**config.mk**
```make
export PLATFORM = sky130hd
export DESIGN_NAME = blur_writeback
export DESIGN_NICKNAME = d
export VERILOG_FILES = /design/src/rtl/blur_writeback.sv
export SDC_FILE = /design/constraint.sdc
export NUM_CORES = 1
export LEC_CHECK = 0
export ABC_AREA = 1
export BUFFER_PORTS_ARGS = -buffer_cell sky130_fd_sc_hd__buf_2
export CAP_MARGIN = 10
export CORE_ASPECT_RATIO = 0.6
export CORE_MARGIN = 2
export CORE_UTILIZATION = 39
export CTS_CLUSTER_DIAMETER = 120
export DETAILED_ROUTE_END_ITERATION = 7
export GPL_ROUTABILITY_DRIVEN = 0
export HOLD_SLACK_MARGIN = 0.12
export PLACE_DENSITY_LB_ADDON = 0.2
export SLEW_MARGIN = 20
export SYNTH_ARGS = -nofsm -noshare
export SYNTH_HDL_FRONTEND = slang
export SYNTH_SLANG_ARGS = --single-unit
```
**constraint.sdc**
```tcl
create_clock -name clk -period 4.9 [get_ports clk]
set_input_delay 0.245 -clock clk [delete_from_list [all_inputs] [get_ports clk]]
set_output_delay 0.245 -clock clk [all_outputs]
set_load 0.05 [all_outputs]
```
**src/rtl/blur_writeback.sv**
```systemverilog
// -----------------------------------------------------------------------------
// blur_writeback
//
// Write-back stage of the Gaussian blur pipeline. Blurred pixels arriving from
// the convolution engine are buffered in a small FIFO and written into the
// output image memory. Write addresses are generated in the same traversal
// order the convolution engine uses to read its input. frame_done pulses once
// the last pixel of the frame has been committed.
//
// Ports:
//   clk         system clock
//   n_rst       asynchronous active-low reset
//   new_trans   frame start: flushes FIFO, resets position/flags, samples max_x/max_y
//   max_x       last column index of the frame (width-1)
//   max_y       last row index of the frame (height-1)
//   pix_valid   one-cycle strobe, blurred pixel available
//   pix_data    blurred pixel value
//   wbusy       memory cannot accept a write this cycle
//   wen_img     write enable (held while wbusy=1)
//   wdat_img    write data
//   x_addr_img  write column
//   y_addr_img  write row
//   frame_done  one-cycle pulse the cycle after the final write completes
//   err         sticky: a pixel was dropped (overflow, excess or out of frame)
//
// Build option:
//   BLUR_WB_RASTER_EN  when defined, addresses follow raster order; otherwise
//                      serpentine order (even rows left-to-right, odd rows
//                      right-to-left).
// -----------------------------------------------------------------------------
module blur_writeback #(
  parameter int MEM_W      = 200,
  parameter int FIFO_DEPTH = 4,
  parameter int ADDR_W     = $clog2(MEM_W)
) (
  input  logic              clk,
  input  logic              n_rst,
  input  logic              new_trans,
  input  logic [ADDR_W-1:0] max_x,
  input  logic [ADDR_W-1:0] max_y,
  input  logic              pix_valid,
  input  logic [7:0]        pix_data,
  input  logic              wbusy,
  output logic              wen_img,
  output logic [7:0]        wdat_img,
  output logic [ADDR_W-1:0] x_addr_img,
  output logic [ADDR_W-1:0] y_addr_img,
  output logic              frame_done,
  output logic              err
);

  localparam int PTR_W = (FIFO_DEPTH > 1) ? $clog2(FIFO_DEPTH) : 1;
  localparam int CNT_W = PTR_W + 1;
  localparam logic [CNT_W-1:0] FULL_CNT = CNT_W'(FIFO_DEPTH);

  typedef enum logic [1:0] {
    S_IDLE   = 2'd0,
    S_ACTIVE = 2'd1,
    S_DONE   = 2'd2
  } state_t;

  state_t            r_state;
  logic [7:0]        r_mem [FIFO_DEPTH];
  logic [PTR_W-1:0]  r_wr_ptr;
  logic [PTR_W-1:0]  r_rd_ptr;
  logic [CNT_W-1:0]  r_count;
  logic [ADDR_W-1:0] r_max_x;
  logic [ADDR_W-1:0] r_max_y;
  logic [ADDR_W-1:0] r_x;        // position of the pixel currently offered for write
  logic [ADDR_W-1:0] r_y;
  logic [ADDR_W-1:0] r_in_x;     // receive-side position, used only to count pixels
  logic [ADDR_W-1:0] r_in_y;
  logic              r_in_done;  // every pixel of the frame has been accepted
  logic              r_wen;
  logic [7:0]        r_wdat;
  logic              r_frame_done;
  logic              r_err;

  logic              w_active;
  logic              w_full;
  logic              w_wr_done;
  logic              w_push;
  logic              w_drop;
  logic              w_last;
  logic [ADDR_W-1:0] w_last_x;
  logic [ADDR_W-1:0] w_x_nxt;
  logic [ADDR_W-1:0] w_y_nxt;
  logic [ADDR_W-1:0] w_in_x_nxt;
  logic [ADDR_W-1:0] w_in_y_nxt;
  logic              w_in_done_nxt;
  logic [PTR_W-1:0]  w_rd_ptr_nxt;
  logic [CNT_W-1:0]  w_cnt_popped;
  logic [CNT_W-1:0]  w_cnt_nxt;
  logic [7:0]        w_head_nxt;
  state_t            w_state_nxt;

  // FIFO handshake, occupancy and next head-of-queue selection
  always_comb begin
    w_active  = (r_state == S_ACTIVE);
    w_full    = (r_count == FULL_CNT);
    // r_wen is only ever set in ACTIVE, so this is a completed memory write
    w_wr_done = r_wen & ~wbusy;
    // a full FIFO still accepts when its head leaves in the same cycle
    w_push    = w_active & pix_valid & ~new_trans & ~r_in_done & (~w_full | w_wr_done);
    w_drop    = pix_valid & ~new_trans & ~w_push;

    if (w_wr_done) begin
      w_rd_ptr_nxt = r_rd_ptr + PTR_W'(1);
      w_cnt_popped = r_count - CNT_W'(1);
    end else begin
      w_rd_ptr_nxt = r_rd_ptr;
      w_cnt_popped = r_count;
    end

    if (w_push) begin
      w_cnt_nxt = w_cnt_popped + CNT_W'(1);
    end else begin
      w_cnt_nxt = w_cnt_popped;
    end

    // the incoming pixel becomes the head only when nothing older remains,
    // giving the one-cycle enqueue-to-write latency
    if (w_push && (w_cnt_popped == {CNT_W{1'b0}})) begin
      w_head_nxt = pix_data;
    end else begin
      w_head_nxt = r_mem[w_rd_ptr_nxt];
    end
  end

  // Write-address traversal and last-pixel detection
  always_comb begin
`ifdef BLUR_WB_RASTER_EN
    w_last_x = r_max_x;
    if (r_x == r_max_x) begin
      w_x_nxt = {ADDR_W{1'b0}};
      w_y_nxt = r_y + ADDR_W'(1);
    end else begin
      w_x_nxt = r_x + ADDR_W'(1);
      w_y_nxt = r_y;
    end
`else
    // the frame ends on the right edge for an odd row count, left edge otherwise
    w_last_x = r_max_y[0] ? {ADDR_W{1'b0}} : r_max_x;
    if (!r_y[0]) begin
      if (r_x == r_max_x) begin
        w_x_nxt = r_x;
        w_y_nxt = r_y + ADDR_W'(1);
      end else begin
        w_x_nxt = r_x + ADDR_W'(1);
        w_y_nxt = r_y;
      end
    end else begin
      if (r_x == {ADDR_W{1'b0}}) begin
        w_x_nxt = r_x;
        w_y_nxt = r_y + ADDR_W'(1);
      end else begin
        w_x_nxt = r_x - ADDR_W'(1);
        w_y_nxt = r_y;
      end
    end
`endif
    w_last = (r_y == r_max_y) && (r_x == w_last_x);

    if (w_wr_done && w_last) begin
      w_state_nxt = S_DONE;
    end else begin
      w_state_nxt = r_state;
    end
  end

  // Receive-side pixel counter; order is irrelevant, only the total matters
  always_comb begin
    if (r_in_x == r_max_x) begin
      w_in_x_nxt = {ADDR_W{1'b0}};
      if (r_in_y == r_max_y) begin
        w_in_y_nxt    = r_in_y;
        w_in_done_nxt = 1'b1;
      end else begin
        w_in_y_nxt    = r_in_y + ADDR_W'(1);
        w_in_done_nxt = 1'b0;
      end
    end else begin
      w_in_x_nxt    = r_in_x + ADDR_W'(1);
      w_in_y_nxt    = r_in_y;
      w_in_done_nxt = 1'b0;
    end
  end

  // FIFO storage (data only, validity is tracked by r_count)
  always_ff @(posedge clk) begin
    if (w_push) begin
      r_mem[r_wr_ptr] <= pix_data;
    end
  end

  // Frame FSM, FIFO pointers, positions and registered outputs
  always_ff @(posedge clk or negedge n_rst) begin
    if (!n_rst) begin
      r_state      <= S_IDLE;
      r_wr_ptr     <= {PTR_W{1'b0}};
      r_rd_ptr     <= {PTR_W{1'b0}};
      r_count      <= {CNT_W{1'b0}};
      r_max_x      <= {ADDR_W{1'b0}};
      r_max_y      <= {ADDR_W{1'b0}};
      r_x          <= {ADDR_W{1'b0}};
      r_y          <= {ADDR_W{1'b0}};
      r_in_x       <= {ADDR_W{1'b0}};
      r_in_y       <= {ADDR_W{1'b0}};
      r_in_done    <= 1'b0;
      r_wen        <= 1'b0;
      r_wdat       <= 8'd0;
      r_frame_done <= 1'b0;
      r_err        <= 1'b0;
    end else if (new_trans) begin
      // frame restart wins over any write or pixel in the same cycle
      r_state      <= S_ACTIVE;
      r_wr_ptr     <= {PTR_W{1'b0}};
      r_rd_ptr     <= {PTR_W{1'b0}};
      r_count      <= {CNT_W{1'b0}};
      r_max_x      <= max_x;
      r_max_y      <= max_y;
      r_x          <= {ADDR_W{1'b0}};
      r_y          <= {ADDR_W{1'b0}};
      r_in_x       <= {ADDR_W{1'b0}};
      r_in_y       <= {ADDR_W{1'b0}};
      r_in_done    <= 1'b0;
      r_wen        <= 1'b0;
      r_wdat       <= 8'd0;
      r_frame_done <= 1'b0;
      r_err        <= 1'b0;
    end else begin
      r_state  <= w_state_nxt;
      r_rd_ptr <= w_rd_ptr_nxt;
      r_count  <= w_cnt_nxt;
      if (w_push) begin
        r_wr_ptr  <= r_wr_ptr + PTR_W'(1);
        r_in_x    <= w_in_x_nxt;
        r_in_y    <= w_in_y_nxt;
        r_in_done <= w_in_done_nxt;
      end
      // the position stays on the final pixel once the frame completes
      if (w_wr_done && !w_last) begin
        r_x <= w_x_nxt;
        r_y <= w_y_nxt;
      end
      r_wen <= (w_state_nxt == S_ACTIVE) && (w_cnt_nxt != {CNT_W{1'b0}});
      if (w_cnt_nxt != {CNT_W{1'b0}}) begin
        r_wdat <= w_head_nxt;
      end
      r_frame_done <= w_wr_done & w_last;
      if (w_drop) begin
        r_err <= 1'b1;
      end
    end
  end

  assign wen_img    = r_wen;
  assign wdat_img   = r_wdat;
  assign x_addr_img = r_x;
  assign y_addr_img = r_y;
  assign frame_done = r_frame_done;
  assign err        = r_err;

endmodule

```
=== Yosys cells after proc, flatten, opt, wreduce, memory -nomap -nowiden ===
Memory sizes are Yosys's and may differ from the RTL's.
Cells that the tools add are included.

* Add/subtract/negate cells: 9
* Equality and inequality tests: 12
* Muxes and demuxes: 40
* Bitwise operators: 14
* Reduce and logical (&&, ||, !) cells: 18

{| class="wikitable"
|+ Operators with widths
! kind !! count
|-
| two-way mux 8 bit || 21
|-
| == test 8 bit || 5
|-
| adder 8 x 1 -> 8 bit, second input constant || 4
|-
| two-way mux 2 bit || 6
|-
| two-way mux 1 bit || 10
|-
| nonzero test 2 bit || 5
|-
| two-way mux 3 bit || 3
|-
| AND reduction 3 bit || 3
|-
| bitwise AND 1 bit || 8
|-
| logical NOT 8 bit || 1
|-
| subtractor 8 x 1 -> 8 bit, second input constant || 1
|-
| != test 3 bit, second input constant || 2
|-
| nonzero test 3 bit || 2
|-
| logical AND 1 bit || 5
|-
| inverter 1 bit || 5
|-
| adder 2 x 1 -> 2 bit, second input constant || 2
|-
| == test 2 x 1 -> 1 bit, second input constant || 2
|-
| adder 3 x 1 -> 3 bit, second input constant || 1
|-
| == test 3 bit, second input constant || 1
|-
| logical NOT 3 bit || 1
|-
| != test 3 x 2 -> 1 bit, second input constant || 1
|-
| subtractor 3 x 1 -> 3 bit, second input constant || 1
|-
| != test 2 bit, second input constant || 1
|-
| logical NOT 1 bit || 1
|-
| bitwise OR 1 bit || 1
|}

* Flip-flop bits (word level): 69
* RAM bits: 32
* Input bits: 29
* Output and inout bits: 27
* Word-level logic and storage cells: 110
* Memories: 1

{| class="wikitable"
|+ Memory list
! name !! words !! width !! read ports !! clocked after Yosys merged registers in !! write ports !! RTL line !! source
|-
| r_mem || 4 || 8 || 1 || 0 || 1 || 63 || <nowiki>logic [7:0] r_mem [FIFO_DEPTH];</nowiki>
|}

=== Logic depth before layout (Yosys ltp) ===
* Word-level depth: 9
* Depth in mapped cells: 15
* Mapped depth without buffers: 13

=== Worst setup path before layout ===
Ideal clock, no wire load.

* Kind: register to register
* From: reg r_wen, in the netlist wen_img
* To: reg r_wdat[1], in the netlist wdat_img[1]
* Arrival time: 1964 ps
* Path slack: 2818 ps
* Stages on the path, launching flop included: 12
* Path buffers: 0
* Clock period less this slack: 2082 ps
* Cell sequence: dfrtp_1 nand2_4 nand2_1 o21a_1 inv_1 ha_1 nand2_1 nand2_1 nor2_4 nand2_4 nand3b_1 nand2_1

* Longest elaborated chain between the ends: 7

{| class="wikitable"
|+ Ends and longest elaborated chain
! what !! RTL line !! source
|-
| from (decl) || 74 || <nowiki>logic r_wen;</nowiki>
|-
| from (signal assigned) || 246 || <nowiki>r_wen <= (w_state_nxt == S_ACTIVE) && (w_cnt_nxt != {CNT_W{1'b0}});</nowiki>
|-
| bitwise AND 1 bit (*) || 102 || <nowiki>w_wr_done = r_wen & ~wbusy;</nowiki>
|-
| branches (longest 6 deep; another with adder 3 x 1 -> 3 bit) || -- ||
|-
| to (signal assigned) || 248 || <nowiki>r_wdat <= w_head_nxt;</nowiki>
|-
| to (decl) || 75 || <nowiki>logic [7:0] r_wdat;</nowiki>
|}

Mark *: on every way between the ends. The select of a mux whose other input is x is not followed.
A chain may end at the register's enable or synchronous reset.

=== Final worst setup path ===
* From: reg r_count[0]
* To: reg r_wdat[0], in the netlist wdat_img[0]

* Longest elaborated chain between the ends: 8

{| class="wikitable"
|+ Ends and longest elaborated chain
! what !! RTL line !! source
|-
| from (decl) || 66 || <nowiki>logic [CNT_W-1:0] r_count;</nowiki>
|-
| from (signal assigned) || 202 || <nowiki>r_count <= {CNT_W{1'b0}};</nowiki>
|-
| from (signal assigned) || 219 || <nowiki>r_count <= {CNT_W{1'b0}};</nowiki>
|-
| from (signal assigned) || 234 || <nowiki>r_count <= w_cnt_nxt;</nowiki>
|-
| branches (longest 8 deep; another with subtractor 3 x 1 -> 3 bit) || -- ||
|}

Parallel ways; which one is timed is not known. The select of a mux whose other input is x is not followed.

==> run metrics <==
pre-CTS setup slack 2.61 ns; worst hold path type in -> async; Finished Core Util 45.8%; num rows 34; Post-synth top cells nand2_1, dfrtp_1, inv_1; RSZ-0062 raised after global routing no; fin crit share 46.6%; switching power 0.992 mW; Worst setup EP type flip-flop; final setup fails 0; global-route usage over all layers 19.3%; hold_ws 0.123 ns; Cell variety after synth 41; vias in the first global route 4726; footprint of the multi-input gates 0.00280 sq mm; Iter 0 DRT Violations 377; flops & latches, synth 101; top cells by area, synth dfrtp_1, edfxtp_1, nand2_1; ANT cells 0; clock sinks 101; Clk pwr share 25.6%; maximum root-to-sink buffer count 2; TritonRoute pass-1 iters 5; Peak VDD IR 183 uV; initial antenna violation count 0; Fillers 1406; hpwl dp 10700 um; Num CTS Buffers 9; Post-synth EDFFs 32; Fmax 438 MHz; Post-synth ARST share 68.3%; Remaining Overflow, GRT 0; nets 833; PD cells 381 mW/mm^2; sequential area share after synthesis 45.8%; LEAKAGE 3.16 nW; first-pass GRT wire length 24400 um; Synth Flop Type dfrtp_1; DR vias 4946; Core Box Area 0.0146 sq mm; post-synth top area cell dfrtp_1; switch share 38.9%; post-synthesis cell area 0.00586 sq mm; count leader, synth nand2_1; I/O Buffers 55; Yosys top cell area share 29.4%; crit path max fanout 8; Post-Syn Instances 724; Clock Latency Late Sink 0.35 ns; Avg Cell Area, Syn 8.10 sq um; total power draw 2.55 mW; Logic pwr share 33.6%; largest net degree at the start of global routing 70; Setup Crit Path Kind reg -> reg; PnR worst setup slack 2.62 ns; H-tree depth 3; minimum clock period 2.28 ns; Flop pwr share 40.8%; WP data arrival 2.52 ns; Avg WL per Cell 14.9 um; Die Width 162 um; Rel. slew slack 38.2%; outcome finished, final reports clean; Initial Util 40.2%; layout cells sized above 1 16.3%; setup bufs post-CTS 0; number of remaining DRC errors 0; Via-to-Cell Ratio 5.00; fin. max-slew vios 0; final hold vios 0; TNS Setup 0 ns; antenna viol nets, final 0; DRT Wirelength 14800 um; I/O pin count 56; CP Launch Type flip-flop; Worst-Margin Slew 0.927 ns; syn_nets 771; Die Area 0.0161 sq mm; Vert. Die Dim 99.0 um; max cap viols 0; FF+latch area 0.00269 sq mm; YS warnings 0; Reg clk slew, reported paths 0.07 ns; Layout area overhead 14.0%; root buf cell clkbuf_16; Worst EP required 5.14 ns; Setup Skew 0.00905 ns; internal power 1.56 mW; CTS tree done
-- metrics by stage --
stage | std cells | instance area [sq um]
4_1_cts | 989 | 6690
6_report | 989 | 6690
5_1_grt | 989 | 6690
3_5_place_dp | 963 | 6320
2_1_floorplan | 724 | 5860
3_3_place_gp | 963 | 6320
-- power by group through the flow --
stage                     Clock [mW]  Combinational (mW)  Sequential (mW)
after floorplan                    0               0.517             1.16
after global placement             0               0.834             1.05
after detailed placement           0               0.853             1.06
after CTS                      0.671               0.861             1.04
after global routing           0.709               0.955             1.05
final                          0.653               0.857             1.04
-- layout by cell type, fill, tap and decap left out, types with 4 or more instances in the layout --
master,instances
o211ai_1,13
dlygate4sd3_1,10
or2_2,26
nand2_1,222
xnor2_1,6
inv_2,4
clkbuf_16,9
dfrtp_1,69
nand2_2,7
nand2_4,6
o21ai_0,40
edfxtp_1,32
ha_1,17
a21oi_1,15
nor2_1,57
buf_2,55
nand4_1,17
nand3b_1,8
inv_1,69
nand3_1,58
xor2_1,11
-- worst paths after layout --
check | start | end | slack (ns) | cells past startpoint
max | r_count[0]$_DFF_PN0_ | wdat_img[0]$_DFFE_PN0P_ | 2.62 | 9
min | n_rst | frame_done$_DFF_PN0_ | 0.12 | 2
max reg2reg | r_count[0]$_DFF_PN0_ | wdat_img[0]$_DFFE_PN0P_ | 2.62 | 9
min reg2reg | err$_DFFE_PN0P_ | err$_DFFE_PN0P_ | 0.51 | 2
max in group asynchronous | n_rst | r_max_x[4]$_DFFE_PN0P_ | 4.18 | 2
min in group clk | max_y[0] | r_max_y[0]$_DFFE_PN0P_ | 0.13 | 3
-- metal layers --
layer / wire (um) / track usage, %
met5: 0 / 0
met3: 829 / 3.79
met1: 7990 / 31.3
met2: 5820 / 26.3
met4: 121 / 3.88
-- registers in the layout, summed over array words and instances (netlist names) --
register	cells
r_mem	32
r_in_x	8
r_in_y	8
r_max_x	8
r_max_y	8
wdat_img	8
x_addr_img	8
y_addr_img	8
r_count	3
r_rd_ptr	2
r_state	2
r_wr_ptr	2
err	1
frame_done	1
r_in_done	1
wen_img	1
-- area by class of cell --
type | instances | share of cell area (%)
clock buffers | 9 | 3.37
clock inverters | 7 | 0.636
inverters | 76 | 4.42
multi-input cells | 531 | 41.8
flip-flops and latches | 101 | 40.2
well taps | 198 | 3.71
repair buffers | 67 | 5.84
-- cells by family (layout without fill, tap and decap cells) --
group | count (synthesis) | after routing | synth area share [%]
buffers and inverters | 92 | 159 | 6.47
AND/OR/NAND/NOR | 414 | 414 | 32.1
AO/OA/AOI/OAI | 79 | 79 | 7.87
flip-flops | 101 | 101 | 45.8
XOR/XNOR | 20 | 20 | 3.76
adder cells (fa/ha/maj) | 18 | 18 | 3.97
-- repair_timing --
item                                   in CTS  in global routing
endpoints found under the hold margin      13                  0
gates resized for setup                     0                  0
hold buffers                               10                  0
-- worst max-delay path, cell delays in order, from the launching register on --
cell,delay (ns)
dfrtp_1,0.44
inv_1,0.07
ha_1,0.20
ha_1,0.26
or2_2,0.32
o21ai_4,0.11
nand3_1,0.33
o21ai_0,0.28
nand3b_1,0.13
nand2_1,0.05
No activity file was read; power rests on OpenSTA's default activity.
